`config.mk`:
```
export PLATFORM = sky130hd
export DESIGN_NAME = pipe_hazard_ctrl
export DESIGN_NICKNAME = d
export VERILOG_FILES = /design/src/rtl/pipe_hazard_ctrl_pkg.sv /design/src/rtl/pipe_hazard_ctrl_load_use_detect.sv /design/src/rtl/pipe_hazard_ctrl.sv
export SDC_FILE = /design/constraint.sdc
export NUM_CORES = 1
export LEC_CHECK = 0
export ABC_AREA = 1
export BUFFER_PORTS_ARGS = -buffer_cell sky130_fd_sc_hd__buf_2
export CAP_MARGIN = 20
export CORE_MARGIN = 2
export CORE_UTILIZATION = 30
export DETAILED_ROUTE_END_ITERATION = 8
export PLACE_DENSITY = 0.55
export RECOVER_POWER = 100
export SLEW_MARGIN = 20
export SYNTH_ARGS = -nofsm -noshare
export SYNTH_HDL_FRONTEND = slang
export SYNTH_SLANG_ARGS = --single-unit
```
`constraint.sdc`:
```
create_clock -name clk -period 3.8 [get_ports clk]
set_input_delay 0.76 -clock clk [delete_from_list [all_inputs] [get_ports clk]]
set_output_delay 0.76 -clock clk [all_outputs]
set_load 0.05 [all_outputs]
```
`src/rtl/pipe_hazard_ctrl_pkg.sv`:
```
// Shared pipeline types: hazard FSM states and the stage-register control bundle.
// Also holds the per-cycle control patterns used by the hazard controller.
package pipe_hazard_ctrl_pkg;

    typedef enum logic [1:0] {
        ST_RUN      = 2'd0,
        ST_MEM_WAIT = 2'd1,
        ST_ERROR    = 2'd2
    } hz_state_t;

    typedef struct packed {
        logic pc_en;
        logic ifid_en;
        logic ifid_flush;
        logic idex_en;
        logic idex_flush;
        logic exmem_en;
        logic memwb_en;
        logic memwb_flush;
    } stage_ctrl_t;

    localparam stage_ctrl_t CTRL_NONE = '0;

    // Memory stall: hold everything upstream of MEM, push a bubble into WB.
    localparam stage_ctrl_t CTRL_FREEZE = '{
        pc_en: 1'b0, ifid_en: 1'b0, ifid_flush: 1'b0,
        idex_en: 1'b0, idex_flush: 1'b0, exmem_en: 1'b0,
        memwb_en: 1'b1, memwb_flush: 1'b1
    };

    // Control-hazard and data-hazard resolution for an unfrozen pipeline.
    // Redirect wins: a load-use consumer behind a redirect is wrong-path.
    function automatic stage_ctrl_t hazard_ctrl(input logic redirect,
                                                input logic load_use);
        stage_ctrl_t c;
        c = '{
            pc_en: 1'b1, ifid_en: 1'b1, ifid_flush: 1'b0,
            idex_en: 1'b1, idex_flush: 1'b0, exmem_en: 1'b1,
            memwb_en: 1'b1, memwb_flush: 1'b0
        };
        if (redirect) begin
            c.ifid_flush = 1'b1;
            c.idex_flush = 1'b1;
        end else if (load_use) begin
            c.pc_en      = 1'b0;
            c.ifid_en    = 1'b0;
            c.idex_flush = 1'b1;
        end
        return c;
    endfunction

endpackage

```
`src/rtl/pipe_hazard_ctrl_load_use_detect.sv`:
```
// Load-use hazard compare between the ID/EX load and the IF/ID consumer.
// Ports: idex_memread/idex_rd, ifid_rs1/ifid_rs2/ifid_uses_rs2 in; load_use out.
module load_use_detect (
    input  logic       idex_memread,
    input  logic [4:0] idex_rd,
    input  logic [4:0] ifid_rs1,
    input  logic [4:0] ifid_rs2,
    input  logic       ifid_uses_rs2,
    output logic       load_use
);

    logic hit_rs1;
    logic hit_rs2;

    assign hit_rs1  = (idex_rd == ifid_rs1);
    assign hit_rs2  = ifid_uses_rs2 && (idex_rd == ifid_rs2);
    // x0 is never a real dependency.
    assign load_use = idex_memread && (idex_rd != 5'd0) && (hit_rs1 || hit_rs2);

endmodule

```
`src/rtl/pipe_hazard_ctrl.sv`:
```
// Pipeline hazard controller: memory-ack stalls with timeout, redirect flush, load-use stall.
// Ports: hazard inputs in; stage enables/flushes, mem_req, stall/flush counters, err out.
module pipe_hazard_ctrl
    import pipe_hazard_ctrl_pkg::*;
#(
    parameter int CNT_W       = 16,
    parameter int MEM_TIMEOUT = 64
) (
    input  logic             clk,
    input  logic             reset,
    input  logic [4:0]       ifid_rs1,
    input  logic [4:0]       ifid_rs2,
    input  logic             ifid_uses_rs2,
    input  logic             idex_memread,
    input  logic [4:0]       idex_rd,
    input  logic             ex_redirect,
    input  logic             exmem_memread,
    input  logic             exmem_memwrite,
    input  logic             mem_ack,
    output logic             mem_req,
    output logic             pc_en,
    output logic             ifid_en,
    output logic             idex_en,
    output logic             exmem_en,
    output logic             memwb_en,
    output logic             ifid_flush,
    output logic             idex_flush,
    output logic             memwb_flush,
    output logic [CNT_W-1:0] stall_cnt,
    output logic [CNT_W-1:0] flush_cnt,
    output logic             err
);

    localparam int WAIT_W = $clog2(MEM_TIMEOUT + 1);
    localparam logic [WAIT_W-1:0] WAIT_LAST = WAIT_W'(MEM_TIMEOUT - 1);

    hz_state_t   state;
    hz_state_t   state_nxt;
    logic [WAIT_W-1:0] wait_cnt;
    logic [WAIT_W-1:0] wait_nxt;
    stage_ctrl_t ctrl_raw;
    stage_ctrl_t ctrl;
    logic        req_raw;
    logic        mem_access;
    logic        load_use;
    logic        redirect_evt;
    logic        stall_evt;

    load_use_detect u_lud (
        .idex_memread  (idex_memread),
        .idex_rd       (idex_rd),
        .ifid_rs1      (ifid_rs1),
        .ifid_rs2      (ifid_rs2),
        .ifid_uses_rs2 (ifid_uses_rs2),
        .load_use      (load_use)
    );

    assign mem_access = exmem_memread | exmem_memwrite;

    // The ack cycle releases the freeze, so hazards are judged normally
    // there; while frozen they are ignored because nothing moves.
    always_comb begin
        state_nxt    = state;
        wait_nxt     = wait_cnt;
        ctrl_raw     = CTRL_NONE;
        req_raw      = 1'b0;
        redirect_evt = 1'b0;
        unique case (state)
            ST_RUN: begin
                req_raw = mem_access;
                if (mem_access && !mem_ack) begin
                    ctrl_raw  = CTRL_FREEZE;
                    state_nxt = ST_MEM_WAIT;
                    wait_nxt  = '0;
                end else begin
                    ctrl_raw     = hazard_ctrl(ex_redirect, load_use);
                    redirect_evt = ex_redirect;
                end
            end
            ST_MEM_WAIT: begin
                req_raw = 1'b1;
                if (mem_ack) begin
                    ctrl_raw     = hazard_ctrl(ex_redirect, load_use);
                    redirect_evt = ex_redirect;
                    state_nxt    = ST_RUN;
                end else begin
                    ctrl_raw = CTRL_FREEZE;
                    if (wait_cnt == WAIT_LAST) begin
                        state_nxt = ST_ERROR;
                    end else begin
                        wait_nxt = wait_cnt + WAIT_W'(1);
                    end
                end
            end
            ST_ERROR: begin
                state_nxt = ST_ERROR;
            end
            default: begin
                state_nxt = ST_RUN;
            end
        endcase
    end

    assign stall_evt = (state != ST_ERROR) && !ctrl_raw.pc_en;

    // Outputs are held low for as long as reset is asserted.
    assign ctrl    = reset ? ctrl_raw : CTRL_NONE;
    assign mem_req = reset & req_raw;

    assign pc_en       = ctrl.pc_en;
    assign ifid_en     = ctrl.ifid_en;
    assign ifid_flush  = ctrl.ifid_flush;
    assign idex_en     = ctrl.idex_en;
    assign idex_flush  = ctrl.idex_flush;
    assign exmem_en    = ctrl.exmem_en;
    assign memwb_en    = ctrl.memwb_en;
    assign memwb_flush = ctrl.memwb_flush;

    always_ff @(posedge clk or negedge reset) begin
        if (!reset) begin
            state     <= ST_RUN;
            wait_cnt  <= '0;
            stall_cnt <= '0;
            flush_cnt <= '0;
            err       <= 1'b0;
        end else begin
            state    <= state_nxt;
            wait_cnt <= wait_nxt;
            err      <= err | (state_nxt == ST_ERROR);
            if (stall_evt && (stall_cnt != '1)) begin
                stall_cnt <= stall_cnt + CNT_W'(1);
            end
            if (redirect_evt && (flush_cnt != '1)) begin
                flush_cnt <= flush_cnt + CNT_W'(1);
            end
        end
    end

endmodule

```
Word level (Yosys, flattened, before mapping)
Index checks and enable logic that the tools add are counted.
{"block": "word_totals", "latch_bits": 0, "reg_bits": 42, "mem_bits_ro": 0, "in_bits": 23, "memories": 0, "mem_bits_rw": 0}
{"block": "op_classes", "reduce_logical": 14, "div_mod_pow": 0, "n_mul": 0, "shifts": 0, "muxes": 21, "magnitude_cmp": 0, "n_eq_ne": 12, "n_bitwise": 3, "add_sub_neg": 3}
{"operator": "$add 16x1->16 const B", "n": 2}
{"operator": "$ne 16x16->1 const B", "n": 2}
{"operator": "$mux 8", "n": 3}
{"operator": "$mux 7", "n": 3}
{"operator": "$pmux 8 s2", "n": 1}
{"operator": "$pmux 7 s2", "n": 1}
{"operator": "$eq 5x5->1", "n": 2}
{"operator": "$mux 2", "n": 5}
{"operator": "$ne 2x2->1 const B", "n": 4}
{"operator": "$add 7x1->7 const B", "n": 1}
{"operator": "$eq 7x6->1 const B", "n": 1}
{"operator": "$logic_and 1x1->1", "n": 7}
{"operator": "$pmux 2 s3", "n": 1}
{"operator": "$mux 1", "n": 5}
{"operator": "$reduce_bool 5->1", "n": 1}
{"operator": "$eq 2x2->1 const B", "n": 2}
{"operator": "$pmux 1 s2", "n": 2}
{"operator": "$reduce_and 4->1", "n": 1}
{"operator": "$eq 2x1->1 const B", "n": 1}
{"operator": "$logic_not 1->1", "n": 2}
{"operator": "$logic_not 2->1", "n": 1}
{"operator": "$or 1x1->1", "n": 2}
{"operator": "$reduce_bool 2->1", "n": 1}
{"operator": "$and 1x1->1", "n": 1}
{"operator": "$logic_or 1x1->1", "n": 1}

Longest topological paths before layout
{"block": "depth", "depth_word": 11, "depth_mapped": 12}

Cells and area by module
Synthesis repeated with hierarchy kept, for this count alone.
{"block": "unflattened", "hier_cells": 436, "area_unflattened_um2": 2862.7}
{"module": "pipe_hazard_ctrl", "n_inst": 1, "cells_per_inst": 384, "seq_area_each_um2": 1051.0, "area_per_inst_um2": 2656.3}
{"module": "load_use_detect", "n_inst": 1, "cells_per_inst": 52, "seq_area_each_um2": 0.0, "area_per_inst_um2": 206.4}

Worst setup path after synthesis
No wires, ideal clock.
{"block": "synth_timing", "kind": "in2out", "startpoint": "input exmem_memwrite", "endpoint": "output idex_flush", "required_time_ns": 3.040, "cell_stages": 6, "path_slack_ns": 0.011, "arrival_ns": 3.029, "path_cell_list": "nor2_2 -> nand2_1 -> nand2_2 -> nand2_2 -> nor2_1 -> a21boi_0"}
{"block": "synth_between", "elab_chain_len": 5}
{"element": "from (decl)", "line_no": "pipe_hazard_ctrl.sv:18", "text": "input logic exmem_memwrite,"}
{"element": "$or 1x1->1", "line_no": "pipe_hazard_ctrl.sv:58", "text": "assign mem_access = exmem_memread | exmem_memwrite;"}
{"element": "$logic_and 1x1->1", "line_no": "pipe_hazard_ctrl.sv:71", "text": "if (mem_access && !mem_ack) begin"}
{"element": "$mux 8", "line_no": "pipe_hazard_ctrl.sv:71"}
{"element": "$pmux 8 s2", "line_no": "pipe_hazard_ctrl.sv:68", "text": "unique case (state)"}
{"element": "$mux 8", "line_no": "pipe_hazard_ctrl.sv:107", "text": "assign ctrl = reset ? ctrl_raw : CTRL_NONE;"}
{"element": "to (decl)", "line_no": "pipe_hazard_ctrl.sv:27", "text": "output logic idex_flush,"}
Every way passes these cells.

Worst setup path after layout
{"block": "layout_timing", "startpoint": "input exmem_memwrite", "endpoint": "output pc_en"}
{"block": "layout_between", "elab_chain_len": 5}
{"element": "$or 1x1->1", "line_no": "pipe_hazard_ctrl.sv:58"}
{"element": "$logic_and 1x1->1", "line_no": "pipe_hazard_ctrl.sv:71"}
{"element": "$mux 8", "line_no": "pipe_hazard_ctrl.sv:71"}
{"element": "$pmux 8 s2", "line_no": "pipe_hazard_ctrl.sv:68"}
{"element": "$mux 8", "line_no": "pipe_hazard_ctrl.sv:107"}
{"element": "to (decl)", "line_no": "pipe_hazard_ctrl.sv:21", "text": "output logic pc_en,"}
Every way passes these cells.

==> impl_metrics.json <==
{
  "grt_max_degree": 43,
  "cts-root-buf": "clkbuf_8",
  "ys_types": 29,
  "hold_path.class": "reg2reg",
  "crit_chain": "buf_2 -> nor2_1 -> nand2_1 -> nand2_1 -> nand2_1 -> o21bai_2 -> buf_4 -> nor2_1 -> clkbuf_1",
  "ios": 65,
  "synth.avg_cell_area_um2": 7.54,
  "worst_pin_slew_ns": 2.25,
  "clock_skew_ns": 0.00516,
  "grt_usage": 0.132,
  "first_iter_violations": 87,
  "synth_nets": 368,
  "numCtsBuffers": 5,
  "nNetsFinal": 435,
  "hold_viol": 0,
  "viasPerCell": 4.57,
  "worst-path-max-fanout": 17,
  "start_util": 0.312,
  "cts_max_path_buffers": 2,
  "slew_viol_final": 43,
  "worst_slack_ns": 0.687,
  "core_mm2": 0.00826,
  "antenna_found_initial": 0,
  "ir_drop_mv": 0.157,
  "cp_data_arrival_time_ns": 2.35,
  "totalPowerFinal_uw": 784,
  "timing.critical_path.buf_inv": 3,
  "violations": "max-capacitance violations, max-slew violations",
  "place_area_mm2": 0.00300,
  "stdcell_count": 515,
  "area_growth_pct": 15.0,
  "seq_area_frac_synth": 0.408,
  "ys_top_cells_by_area": "dfrtp_1, nand2_1, xor2_1",
  "synth_area_leader_cell": "dfrtp_1",
  "yosys_warnings": 0,
  "setup_viol_count_final": 0,
  "outcome": "finished with violations",
  "port_buffers": 64,
  "via_count": 2354,
  "max_freq_mhz": 321,
  "fin_crit_sh": 0.819,
  "gp_congestion": 0.827,
  "clock_sinks": 42,
  "ys_ff_latch": 42,
  "placed_cells": 507,
  "slew_headroom": -0.502,
  "totalNegativeSetupSlack_ns": 0,
  "critical_path_class": "in2out",
  "antenna_cells": 0,
  "antenna_left": 0,
  "period_needed_ns": 3.11,
  "synth_area_mm2": 0.00258,
  "syn-instance-count": 342,
  "die-area_mm2": 0.00935,
  "powerDensity_mw_per_mm2": 264,
  "cts_tree": "built",
  "die_h_um": 96.7,
  "post_drt_wl_per_cell_um": 11.6,
  "grt-ovfl-total": 0,
  "cts_hold_buf": 0,
  "htreeDepth": 2,
  "crit_path_max_incr_delay_ns": 0.52,
  "p_leak_nw": 1.56,
  "cts_resized": 0,
  "worst_path_most_repeated_cell": "nand2_1",
  "fin_area_mm2": 0.00296,
  "cts_setup_buffers": 0,
  "final_core_util": 0.359,
  "drive_gt1_frac": 0.0829,
  "synth_top_area_share": 0.408,
  "clkTransAtPathRegs_ns": 0.08,
  "crit_slowest_cell": "clkbuf_1",
  "drv_cap": 1,
  "dp_hpwl_um": 4540,
  "rsz0062_at_grt": "false",
  "die_width_um": 96.7,
  "startpoint_type": "input pin",
  "crit_family": "buffers and inverters",
  "grt_first_pass_wirelength_um": 10500,
  "end_kind": "primary output",
  "post-route-drc-count": 0,
  "drt_pre_antenna_iters": 5,
  "grt_pass1_vias": 2258,
  "post-place-ws_ns": 1.00,
  "critPathRequiredTime_ns": 3.04,
  "routed_wl_um": 5990,
  "clk_latency_ns": 0.29,
  "fp-row-count": 33,
  "whs_ns": 0.478
}
==> worst register-to-register path, delay by kind of cell (launching register included) <==
family	cells	cell delay, ns
fa+ha+maj	1	0.25
flops	1	0.43
simple gates	8	2.00
==> cell families after synthesis <==
family / share of synthesized area
compound gates: 0.0277
simple gates: 0.367
xor+xnor: 0.102
fa+ha+maj: 0.0146
flops: 0.408
buf+inv: 0.0806
==> report_power, final <==
group          internal, mW  switching (mW)
combinational        0.0157          0.0274
sequential            0.446               0
clock                 0.130           0.164
total                 0.592           0.192
==> final cells by class <==
class | instances | area, um^2
clock buffers | 6 | 72.6
clock inverters | 2 | 13.8
fillers | 905 | 5290
inverters | 43 | 161
multi-input cells | 251 | 1250
flip-flops and latches | 42 | 1050
well taps | 105 | 131
repair buffers | 66 | 279
==> per-layer routing <==
metal	GRT usage	wire [um]
met5	0	0
met4	0.0314	54
met3	0.0282	246
met2	0.221	2840
met1	0.175	2850
==> final timing paths <==
path	from	endpoint	slack [ns]	depth (start not counted)
min reg2reg	err	err	0.48	1
min	err	err	0.48	1
max	exmem_memwrite	pc_en	0.69	9
max in group asynchronous	reset	stall_cnt[15]	1.28	2
min in group asynchronous	reset	stall_cnt[2]	1.22	2
max reg2reg	stall_cnt[0]	stall_cnt[9]	1.06	9
==> cell usage after synthesis <==
| library cell | n |
|---|---|
| nand3_1 | 18 |
| nand4_4 | 1 |
| a21oi_1 | 4 |
| nor2_1 | 37 |
| a21boi_0 | 2 |
| o21bai_2 | 1 |
| nor3b_2 | 1 |
| o21ai_0 | 5 |
| nor2_4 | 1 |
| ha_1 | 3 |
| inv_1 | 43 |
| nand2_1 | 107 |
| dfrtp_1 | 42 |
| nand2_4 | 1 |
| nor3_1 | 4 |
| xnor2_1 | 10 |
| nor4_1 | 2 |
| nor3_4 | 1 |
| nand4_1 | 22 |
| clkbuf_1 | 1 |
| buf_2 | 1 |
| nand3_2 | 1 |
| xor2_1 | 20 |
| nand2_2 | 4 |
| buf_4 | 3 |
| buf_8 | 1 |
| nor2_2 | 4 |
| or2_2 | 1 |
| nand3b_1 | 1 |
==> flip-flops by register name, indices dropped and copies added (netlist names) <==
signal and cells:
state 2, err 1, wait_cnt 7, stall_cnt 16
flush_cnt 16
==> layout by cell type, fill, tap and decap left out, drive strengths merged, types with 2 or more instances in the layout <==
master / netlist / final
nand2: 112 / 112
clkbuf: 1 / 49
inv: 43 / 43
nor2: 42 / 42
dfrtp: 42 / 42
nand4: 23 / 23
buf: 5 / 23
xor2: 20 / 20
nand3: 19 / 19
xnor2: 10 / 10
o21ai: 5 / 5
nor3: 5 / 5
a21oi: 4 / 4
ha: 3 / 3
a21boi: 2 / 2
nor4: 2 / 2
clkinv: 0 / 2
No activity file was read; power rests on OpenSTA's default activity.
